**src/rtl/qddc_pkg.sv**
```systemverilog
// qddc_pkg
// Shared definitions for the quadrature DDC control slice: sequencer states,
// register addresses and the bit positions inside the flag and control words.
package qddc_pkg;

  typedef enum logic [2:0] {
    IDLE     = 3'd0,
    FLUSH    = 3'd1,
    SETTLE   = 3'd2,
    RUN      = 3'd3,
    WAIT_BND = 3'd4
  } state_t;

  localparam logic [1:0] ADDR_FREQ  = 2'd0;
  localparam logic [1:0] ADDR_FLAGS = 2'd1;
  localparam logic [1:0] ADDR_CTRL  = 2'd2;

  // Bit positions in the flags word (address 1)
  localparam int FLAG_DIR     = 0;
  localparam int FLAG_NS_EN   = 1;
  localparam int FLAG_IQ_SWAP = 2;

  // Bit positions in the control word (address 2)
  localparam int CTRL_COMMIT   = 0;
  localparam int CTRL_NO_FLUSH = 1;

endpackage

```
**src/rtl/qddc_cfg_regs.sv**
```systemverilog
// qddc_cfg_regs
// Shadow (staged) register file for the DDC tuning settings. Decodes the
// write-only register bus and turns control writes into single-cycle commit
// and no_flush pulses for the sequencer.
//
// Ports:
//   i_clk, i_reset    clock, asynchronous active-high reset
//   i_cfg_wr          single-cycle write strobe
//   i_cfg_addr        register address
//   i_cfg_data        write data
//   o_freq            staged NCO tuning word
//   o_dir             staged NCO direction
//   o_ns_en           staged noise-shaping enable
//   o_iq_swap         staged IQ swap
//   o_commit          commit pulse (combinational, same cycle as the write)
//   o_no_flush        no_flush qualifier, valid only with o_commit
module qddc_cfg_regs
  import qddc_pkg::*;
#(
  parameter int FSZ = 31
) (
  input  logic           i_clk,
  input  logic           i_reset,
  input  logic           i_cfg_wr,
  input  logic [1:0]     i_cfg_addr,
  input  logic [31:0]    i_cfg_data,
  output logic [FSZ-1:0] o_freq,
  output logic           o_dir,
  output logic           o_ns_en,
  output logic           o_iq_swap,
  output logic           o_commit,
  output logic           o_no_flush
);

  logic [FSZ-1:0] r_freq;
  logic           r_dir;
  logic           r_ns_en;
  logic           r_iq_swap;
  logic           w_ctrl_wr;
  logic           w_unused;

  // Upper data bits are don't-care for every register
  assign w_unused = &{1'b0, i_cfg_data};

  always_ff @(posedge i_clk or posedge i_reset) begin
    if (i_reset) begin
      r_freq    <= '0;
      r_dir     <= 1'b0;
      r_ns_en   <= 1'b0;
      r_iq_swap <= 1'b0;
    end else if (i_cfg_wr) begin
      if (i_cfg_addr == ADDR_FREQ) begin
        r_freq <= i_cfg_data[FSZ-1:0];
      end
      if (i_cfg_addr == ADDR_FLAGS) begin
        r_dir     <= i_cfg_data[FLAG_DIR];
        r_ns_en   <= i_cfg_data[FLAG_NS_EN];
        r_iq_swap <= i_cfg_data[FLAG_IQ_SWAP];
      end
    end
  end

  // Commit is left combinational so the active copy happens on the very
  // edge that samples the control write.
  assign w_ctrl_wr  = i_cfg_wr && (i_cfg_addr == ADDR_CTRL);
  assign o_commit   = w_ctrl_wr && i_cfg_data[CTRL_COMMIT];
  assign o_no_flush = w_ctrl_wr && i_cfg_data[CTRL_COMMIT] && i_cfg_data[CTRL_NO_FLUSH];

  assign o_freq    = r_freq;
  assign o_dir     = r_dir;
  assign o_ns_en   = r_ns_en;
  assign o_iq_swap = r_iq_swap;

endmodule

```
**src/rtl/qddc_ctrl.sv**
```systemverilog
// qddc_ctrl
// Run-time configuration and retune sequencer for the quadrature DDC.
// Staged settings are applied atomically on a commit, optionally flushing the
// DDC through its reset and discarding CIC transient samples before the
// output stream is re-opened.
//
// Ports:
//   clk, reset           clock, asynchronous active-high reset
//   cfg_wr/addr/data     register write bus
//   ddc_valid/i/q        DDC output stream
//   ddc_reset            reset driven into the DDC
//   lo_freq/lo_dir/lo_ns_en/iq_swap   active tuning settings
//   out_valid/i/q        gated stream toward the consumer (1-cycle latency)
//   busy                 high whenever the sequencer is not in RUN
//   commit_cnt           completed commits, wraps 255 -> 0
module qddc_ctrl
  import qddc_pkg::*;
#(
  parameter int FSZ            = 31,
  parameter int OSZ            = 16,
  parameter int FLUSH_CYCLES   = 4,
  parameter int SETTLE_SAMPLES = 3
) (
  input  logic           clk,
  input  logic           reset,
  input  logic           cfg_wr,
  input  logic [1:0]     cfg_addr,
  input  logic [31:0]    cfg_data,
  input  logic           ddc_valid,
  input  logic [OSZ-1:0] ddc_i,
  input  logic [OSZ-1:0] ddc_q,
  output logic           ddc_reset,
  output logic [FSZ-1:0] lo_freq,
  output logic           lo_dir,
  output logic           lo_ns_en,
  output logic           iq_swap,
  output logic           out_valid,
  output logic [OSZ-1:0] out_i,
  output logic [OSZ-1:0] out_q,
  output logic           busy,
  output logic [7:0]     commit_cnt
);

  localparam int FCW = (FLUSH_CYCLES > 1) ? $clog2(FLUSH_CYCLES) : 1;
  localparam int SCW = (SETTLE_SAMPLES > 1) ? $clog2(SETTLE_SAMPLES) : 1;

  state_t         r_state;
  state_t         w_state_next;
  logic [FCW-1:0] r_flush_cnt;
  logic [SCW-1:0] r_settle_cnt;
  logic           r_pend;
  logic           r_pend_nf;
  logic [FSZ-1:0] r_freq;
  logic           r_dir;
  logic           r_ns_en;
  logic           r_iq_swap;
  logic           r_out_valid;
  logic [OSZ-1:0] r_out_i;
  logic [OSZ-1:0] r_out_q;
  logic [7:0]     r_commit_cnt;

  logic [FSZ-1:0] w_sh_freq;
  logic           w_sh_dir;
  logic           w_sh_ns_en;
  logic           w_sh_iq_swap;
  logic           w_commit;
  logic           w_no_flush;
  logic           w_go;
  logic           w_go_nf;
  logic           w_load_active;
  logic           w_enter_run;
  logic           w_stream_open;
  logic           w_in_seq;

  qddc_cfg_regs #(
    .FSZ(FSZ)
  ) u_cfg_regs (
    .i_clk      (clk),
    .i_reset    (reset),
    .i_cfg_wr   (cfg_wr),
    .i_cfg_addr (cfg_addr),
    .i_cfg_data (cfg_data),
    .o_freq     (w_sh_freq),
    .o_dir      (w_sh_dir),
    .o_ns_en    (w_sh_ns_en),
    .o_iq_swap  (w_sh_iq_swap),
    .o_commit   (w_commit),
    .o_no_flush (w_no_flush)
  );

  // A sequence always lands in RUN for one cycle (so it is counted); a
  // pending commit is then consumed there exactly like a fresh one, merged
  // with any commit arriving on that same cycle.
  assign w_go    = w_commit || r_pend;
  assign w_go_nf = r_pend ? (r_pend_nf || w_no_flush) : w_no_flush;

  always_comb begin
    w_state_next  = r_state;
    w_load_active = 1'b0;
    case (r_state)
      IDLE: begin
        // no_flush is meaningless before the DDC has ever run
        if (w_commit) begin
          w_state_next  = FLUSH;
          w_load_active = 1'b1;
        end
      end
      FLUSH: begin
        if (r_flush_cnt == FCW'(FLUSH_CYCLES - 1)) begin
          w_state_next = (SETTLE_SAMPLES == 0) ? RUN : SETTLE;
        end
      end
      SETTLE: begin
        if (ddc_valid && (r_settle_cnt == SCW'(SETTLE_SAMPLES - 1))) begin
          w_state_next = RUN;
        end
      end
      RUN: begin
        if (w_go) begin
          if (w_go_nf) begin
            w_state_next = WAIT_BND;
          end else begin
            w_state_next  = FLUSH;
            w_load_active = 1'b1;
          end
        end
      end
      WAIT_BND: begin
        // The boundary sample still carries the old settings downstream
        if (ddc_valid) begin
          w_state_next  = RUN;
          w_load_active = 1'b1;
        end
      end
      default: begin
        w_state_next = IDLE;
      end
    endcase
  end

  assign w_enter_run   = (w_state_next == RUN) && (r_state != RUN);
  assign w_stream_open = (r_state == RUN) || (r_state == WAIT_BND);
  assign w_in_seq      = (r_state == FLUSH) || (r_state == SETTLE) || (r_state == WAIT_BND);

  always_ff @(posedge clk or posedge reset) begin
    if (reset) begin
      r_state <= IDLE;
    end else begin
      r_state <= w_state_next;
    end
  end

  // Counters restart whenever their state is not active, so each entry
  // begins from zero without an explicit load.
  always_ff @(posedge clk or posedge reset) begin
    if (reset) begin
      r_flush_cnt  <= '0;
      r_settle_cnt <= '0;
    end else begin
      if (r_state == FLUSH) begin
        r_flush_cnt <= r_flush_cnt + 1'b1;
      end else begin
        r_flush_cnt <= '0;
      end
      if (r_state != SETTLE) begin
        r_settle_cnt <= '0;
      end else if (ddc_valid) begin
        r_settle_cnt <= r_settle_cnt + 1'b1;
      end
    end
  end

  always_ff @(posedge clk or posedge reset) begin
    if (reset) begin
      r_pend    <= 1'b0;
      r_pend_nf <= 1'b0;
    end else if (r_state == RUN) begin
      if (w_go) begin
        r_pend    <= 1'b0;
        r_pend_nf <= 1'b0;
      end
    end else if (w_in_seq && w_commit) begin
      r_pend    <= 1'b1;
      r_pend_nf <= r_pend_nf || w_no_flush;
    end
  end

  always_ff @(posedge clk or posedge reset) begin
    if (reset) begin
      r_freq       <= '0;
      r_dir        <= 1'b0;
      r_ns_en      <= 1'b0;
      r_iq_swap    <= 1'b0;
      r_commit_cnt <= '0;
    end else begin
      if (w_load_active) begin
        r_freq    <= w_sh_freq;
        r_dir     <= w_sh_dir;
        r_ns_en   <= w_sh_ns_en;
        r_iq_swap <= w_sh_iq_swap;
      end
      if (w_enter_run) begin
        r_commit_cnt <= r_commit_cnt + 8'd1;
      end
    end
  end

  always_ff @(posedge clk or posedge reset) begin
    if (reset) begin
      r_out_valid <= 1'b0;
      r_out_i     <= '0;
      r_out_q     <= '0;
    end else begin
      r_out_valid <= ddc_valid && w_stream_open;
      if (ddc_valid) begin
        r_out_i <= ddc_i;
        r_out_q <= ddc_q;
      end
    end
  end

  assign ddc_reset  = (r_state == IDLE) || (r_state == FLUSH);
  assign busy       = (r_state != RUN);
  assign lo_freq    = r_freq;
  assign lo_dir     = r_dir;
  assign lo_ns_en   = r_ns_en;
  assign iq_swap    = r_iq_swap;
  assign out_valid  = r_out_valid;
  assign out_i      = r_out_i;
  assign out_q      = r_out_q;
  assign commit_cnt = r_commit_cnt;

endmodule

```
**config.mk**
```make
export PLATFORM = sky130hd
export DESIGN_NAME = qddc_ctrl
export DESIGN_NICKNAME = d
export VERILOG_FILES = /design/src/rtl/qddc_pkg.sv /design/src/rtl/qddc_cfg_regs.sv /design/src/rtl/qddc_ctrl.sv
export SDC_FILE = /design/constraint.sdc
export NUM_CORES = 1
export LEC_CHECK = 0
export ABC_AREA = 1
export CORE_MARGIN = 4
export CORE_UTILIZATION = 35
export DETAILED_ROUTE_END_ITERATION = 6
export GPL_ROUTABILITY_DRIVEN = 0
export PLACE_DENSITY = 0.61
export REMOVE_ABC_BUFFERS = 1
export SYNTH_ARGS = -nofsm -noshare
export SYNTH_HDL_FRONTEND = slang
export SYNTH_HIERARCHICAL = 1
export SYNTH_SLANG_ARGS = --single-unit
```
**constraint.sdc**
```tcl
create_clock -name clk -period 3.05 [get_ports clk]
set_input_delay 0.4575 -clock clk [delete_from_list [all_inputs] [get_ports clk]]
set_output_delay 0.4575 -clock clk [all_outputs]
set_load 0.01 [all_outputs]
```
Word-level counts from Yosys, hierarchy flattened
Cells that the tools add are included.
{"block": "op_classes", "eq_ne": 12, "n_lt_le_gt_ge": 0, "n_mux": 21, "div_mod_pow": 0, "shift": 0, "add_sub_neg": 3, "n_mul": 0, "bitwise": 0, "reduce_logical": 20}
{"cell": "$mux 3", "n": 6}
{"cell": "$pmux 3 s5", "n": 1}
{"cell": "$mux 1", "n": 10}
{"cell": "$eq 3x2->1 const B", "n": 3}
{"cell": "$add 8x1->8 const B", "n": 1}
{"cell": "$logic_and 1x1->1", "n": 7}
{"cell": "$eq 2x2->1 const B", "n": 3}
{"cell": "$logic_or 1x1->1", "n": 6}
{"cell": "$mux 2", "n": 3}
{"cell": "$ne 3x2->1 const B", "n": 2}
{"cell": "$reduce_and 2->1", "n": 3}
{"cell": "$add 2x1->2 const B", "n": 2}
{"cell": "$reduce_bool 2->1", "n": 2}
{"cell": "$eq 3x1->1 const B", "n": 1}
{"cell": "$eq 3x3->1 const B", "n": 1}
{"cell": "$logic_not 3->1", "n": 1}
{"cell": "$pmux 1 s3", "n": 1}
{"cell": "$eq 2x1->1 const B", "n": 1}
{"cell": "$logic_not 2->1", "n": 1}
{"cell": "$ne 2x2->1 const B", "n": 1}
{"block": "word_totals", "latchBits": 0, "input_bits": 70, "ff_bits": 118, "output_inout_bits": 77, "n_memories": 0, "romBits": 0, "ram_bits": 0}

Logic depth before layout (Yosys ltp)
{"block": "logic_depth", "word_depth": 11, "depth_mapped": 11, "depth_no_buf": 11}

Hierarchy
The synthesis kept the hierarchy.
{"mod": "qddc_ctrl", "cells_per_inst": 404, "instances": 1, "area_each_um2": 3492.1}
{"mod": "qddc_cfg_regs", "cells_per_inst": 157, "instances": 1, "area_each_um2": 1417.6}

Least setup slack after synthesis
No wires, ideal clock.
{"block": "synth_path", "path_kind": "input to register", "startpoint": "input port cfg_wr", "endpoint": "register r_iq_swap (netlist: iq_swap)", "slack_ns": 1.326, "t_arrival_ns": 1.594, "n_path_buf": 2, "cell_stages": 9, "path_cell_list": "buf_4 nand2_1 nor2_1 nor2_1 nor2_2 inv_2 o21ai_2 clkbuf_1 o21ai_0"}
{"block": "synth_via", "elab_chain_cells": 8, "elab_cells_between_ends": 10, "classes_between": "mux (5); reduce/logical (5)"}
{"element": "from (decl)", "line": "qddc_ctrl.sv:26", "rtl": "input logic cfg_wr,"}
{"element": "$logic_and 1x1->1 (*)", "line": "qddc_cfg_regs.sv:65", "rtl": "assign w_ctrl_wr = i_cfg_wr && (i_cfg_addr == ADDR_CTRL);"}
{"element": "$logic_and 1x1->1 (*)", "line": "qddc_cfg_regs.sv:66", "rtl": "assign o_commit = w_ctrl_wr && i_cfg_data[CTRL_COMMIT];"}
{"element": "via w_commit", "line": "qddc_ctrl.sv:66", "rtl": "logic w_commit;"}
{"element": "$logic_and 1x1->1", "line": "qddc_cfg_regs.sv:67", "rtl": "assign o_no_flush = w_ctrl_wr && i_cfg_data[CTRL_COMMIT] && i_cfg_data[CTRL_NO_FLUSH];"}
{"element": "$logic_or 1x1->1", "line": "qddc_ctrl.sv:95", "rtl": "assign w_go_nf = r_pend ? (r_pend_nf || w_no_flush) : w_no_flush;"}
{"element": "$mux 1", "line": "qddc_ctrl.sv:95"}
{"element": "$mux 1", "line": "qddc_ctrl.sv:120", "rtl": "if (w_go_nf) begin"}
{"element": "$mux 1", "line": "qddc_ctrl.sv:119", "rtl": "if (w_go) begin"}
{"element": "$pmux 1 s3 (*)", "line": "qddc_ctrl.sv:100", "rtl": "case (r_state)"}
{"element": "to (signal assigned)", "line": "qddc_ctrl.sv:200", "rtl": "r_iq_swap <= w_sh_iq_swap;"}
{"element": "to (decl)", "line": "qddc_ctrl.sv:56", "rtl": "logic r_iq_swap;"}
The timed path passes the listed nets; every way through them passes the cells marked *.
A chain may end at the register's enable or synchronous reset.

Worst setup path in the final report
{"block": "layout_path", "startpoint": "input port cfg_addr[0]", "endpoint": "register r_freq[26] (netlist: lo_freq[26])"}
{"block": "layout_via", "elab_chain_cells": 9, "elab_cells_between_ends": 11, "classes_between": "eq/ne (1); mux (5); reduce/logical (5)"}
{"element": "from (decl)", "line": "qddc_ctrl.sv:27", "rtl": "input logic [1:0] cfg_addr,"}
{"element": "$eq 2x2->1 (*)", "line": "qddc_cfg_regs.sv:65"}
{"element": "$logic_and 1x1->1 (*)", "line": "qddc_cfg_regs.sv:65"}
{"element": "$logic_and 1x1->1 (*)", "line": "qddc_cfg_regs.sv:66"}
{"element": "via w_commit", "line": "qddc_ctrl.sv:66"}
{"element": "$logic_and 1x1->1", "line": "qddc_cfg_regs.sv:67"}
{"element": "$logic_or 1x1->1", "line": "qddc_ctrl.sv:95"}
{"element": "$mux 1", "line": "qddc_ctrl.sv:95"}
{"element": "$mux 1", "line": "qddc_ctrl.sv:120"}
{"element": "$mux 1", "line": "qddc_ctrl.sv:119"}
{"element": "$pmux 1 s3 (*)", "line": "qddc_ctrl.sv:100"}
{"element": "to (signal assigned)", "line": "qddc_ctrl.sv:197", "rtl": "r_freq <= w_sh_freq;"}
{"element": "to (decl)", "line": "qddc_ctrl.sv:53", "rtl": "logic [FSZ-1:0] r_freq;"}
Marks and branches as above.

==> results.py <==
metrics = {
    "worst_setup_path": {
        "crit_path_top_delay_cell": "clkdlybuf4s50_1",
        "crit_family": "buffers and inverters",
        "crit_path_start": "cfg_addr[0]",
        "r2r_start": "r_state[2]",
        "end_kind": "flip-flop",
        "cp.required_ns": 3.33,
        "max_stage_delay_ns": 0.53,
        "worstPathCellList": "clkdlybuf4s50_1 -> inv_1 -> nand2_1 -> nor2_1 -> nor2_1 -> nor2_2 -> inv_2 -> o21ai_4 -> buf_12 -> o21ai_0",
        "critPathLaunchType": "primary input",
        "cp_max_fo": 55,
        "timing.critical_path.mode_cell": "nor2_1",
        "worst-path-stages": 10,
        "critical_path_class": "primary input to flip-flop",
        "critPathBufInv": 4,
        "rr_worst_depth": 7,
        "cp.arrival_ns": 2.51,
    },
    "finish": {
        "final_common_cell": "nand2_1",
        "antenna_cells": 0,
        "area_growth_pct": 45.8,
        "final_cell_mix": "nand2_1 (237), clkdlybuf4s50_1 (145), dfrtp_1 (118), inv_1 (50), nand3_1 (47)",
        "drive_gt1_frac": 0.0707,
        "final_net_count": 781,
    },
    "routing": {
        "num_vias": 4091,
        "drt-total-wl_um": 12200,
        "ant_nets": 0,
        "drt_iter0_markers": 256,
        "drt-wirelength-per-cell_um": 13.5,
        "first_pass_iters": 4,
        "vias_per_cell": 4.54,
        "drc": 0,
    },
    "synthesis": {
        "avgSynthCellArea_um2": 8.75,
        "muxShareOfSynthArea": 0,
        "yosysSeqAreaShare": 0.601,
        "synth.distinct_cells": 28,
        "yosys_warnings": 6,
        "synthesis.area_mm2": 0.00491,
        "synth_fa_ha_area_frac": 0.00765,
        "synth.area.top_cells": "dfrtp_1 (60%), nand2_1 (18%), nand3_1 (4.8%)",
        "synth_seq_cells": 118,
        "synth_top_family_by_area": "simple AND/OR/NAND/NOR gates",
        "synthCells": 561,
        "synth_compound_area_frac": 0.0471,
        "synth-simple-area-share": 0.262,
        "synth_xor_area_frac": 0.00714,
        "synth.top_cell.area_share": 0.601,
        "yosysTopAreaCell": "dfrtp_1",
    },
    "timing": {
        "relSlewSlack": 0.570,
        "skew_ns": 0.00340,
        "hold_slack_ns": 0.432,
        "worst_slew_pin_slew_ns": 0.644,
        "rsz0062_at_grt": "no",
        "setup_tns_ns": 0,
        "fin_crit_sh": 0.730,
        "hold_viol": 0,
        "period_needed_ns": 2.23,
        "setup_viol": 0,
        "timing.final.max_slew_violations": 0,
        "clock.fmax_ghz": 0.449,
    },
    "clock_tree": {
        "clk_root_buffer_cell": "clkbuf_16",
        "tritoncts": "done",
        "cts_num_sinks": 118,
        "clk_latency_ns": 0.41,
        "hold_buffers": 0,
        "post-cts-setup-buffers": 0,
        "h-tree-depth": 4,
        "clkTransAtPathRegs_ns": 0.05,
        "cts_resized": 0,
        "numCtsBuffers": 17,
        "cts_buffer_depth": 2,
    },
    "placement": {
        "place_hpwl_um": 8270,
        "io_buffers": 145,
    },
    "pwr": {
        "worst_ir_drop_vdd_uv": 400,
        "finalPower_mw": 5.73,
        "p_sw_frac": 0.278,
        "power_leakage_nw": 3.50,
        "p_int_mw": 4.14,
        "seqPwrFrac": 0.380,
        "p_sw_mw": 1.60,
        "p_comb_frac": 0.247,
        "power-per-cell-area_mw_per_mm2": 801,
        "power_frac_clock": 0.374,
    },
    "die": {
        "dieArea_mm2": 0.0160,
        "ioPinCount": 147,
        "start_util": 0.355,
        "fp.coreArea_mm2": 0.0138,
        "fp.dieH_um": 126,
        "rows": 43,
        "dieWidth_um": 126,
    },
    "global_route": {
        "grt_usage": 0.158,
        "grt_pass1_wl_um": 20400,
        "first_global_vias": 4104,
        "antenna_found_initial": 0,
        "grt_max_degree": 56,
        "grt_overflow": 0,
    },
    "worst_hold_path": {
        "worstHoldStart": "r_flush_cnt[0]",
        "hold_class": "flip-flop to flip-flop",
        "hold_depth": 1,
    },
    "job": {
        "maxCapViolCount": 0,
    },
    "outcome": {
        "status": "finished clean",
    },
}
[final timing paths]
kind	to	slack, ns
worst max-delay path	lo_freq[26]	0.82
worst min-delay path	r_flush_cnt[0]	0.43
worst max register to register	lo_freq[26]	1.25
worst min register to register	r_flush_cnt[0]	0.43
max in group asynchronous	u_cfg_regs/o_freq[6]	1.88
min in group asynchronous	u_cfg_regs/o_freq[19]	0.45
[state kept, by name, indices dropped and copies added, names as in the netlist, 2 cells and up]
name and cells:
commit_cnt 8, out_q 16, r_state 3, u_cfg_regs/o_freq 31
out_i 16, r_settle_cnt 2, r_flush_cnt 2, lo_freq 31
[layer usage]
metal | track usage | part of all wire | wire [um]
met1 | 0.211 | 0.48 | 5780
met2 | 0.232 | 0.44 | 5300
met3 | 0.0606 | 0.073 | 887
met4 | 0.0606 | 0.016 | 197
met5 | 0 | 0 | 0
[stage by stage]
| stage | std cells | util | instance area (um2) | setup WS (ns) |
|---|---|---|---|---|
| after CTS | 901 | 0.518 | 7160 | 0.843 |
| after global placement | 869 | 0.471 | 6510 | 0.473 |
| after global routing | 901 | 0.518 | 7160 | 0.604 |
| after detailed placement | 869 | 0.471 | 6510 | 0.375 |
| after floorplan | 537 | - | 4750 | 0.427 |
| final | 901 | 0.518 | 7160 | 0.825 |
[cells by family (layout without fill, tap and decap cells)]
group,after synthesis,in the layout
and+or+nand+nor,313,313
DFF,118,118
buffers and inverters,79,239
AOI/OAI and AO/OA,44,44
xor gates and xnor gates,4,4
adders and majority gates,3,3
[cell type report]
type                    instances  area [um2]
clock buffers                  23         498
clock inverters                 9         145
fillers                      1276        6670
inverters                      55         208
multi-input cells             364        1600
flip-flops and latches        118        2950
well taps                     180         225
repair buffers                152        1530
[cell usage after synthesis]
cell type,count
nand2_1,237
dfrtp_1,118
inv_1,51
nand3_1,47
o21ai_0,23
o21ai_1,16
nor2_1,14
buf_2,7
buf_6,6
clkbuf_1,6
nand4_1,5
buf_4,4
inv_2,4
ha_1,3
xor2_1,3
a21oi_1,2
nand3_2,2
nor2_2,2
nor3_1,2
a21o_1,1
a32o_1,1
buf_1,1
nand2_2,1
nand2_4,1
nand3b_1,1
nor2_4,1
o21ai_2,1
xnor2_1,1
[power groups by stage]
stage	combinational [mW]	sequential, mW	clock (mW)
after floorplan	0.494	2.27	0
after global placement	1.40	2.19	0
after detailed placement	1.44	2.19	0
after CTS	1.44	2.18	2.20
after global routing	1.57	2.22	2.27
final	1.41	2.18	2.14
No activity file was read; power rests on OpenSTA's default activity.
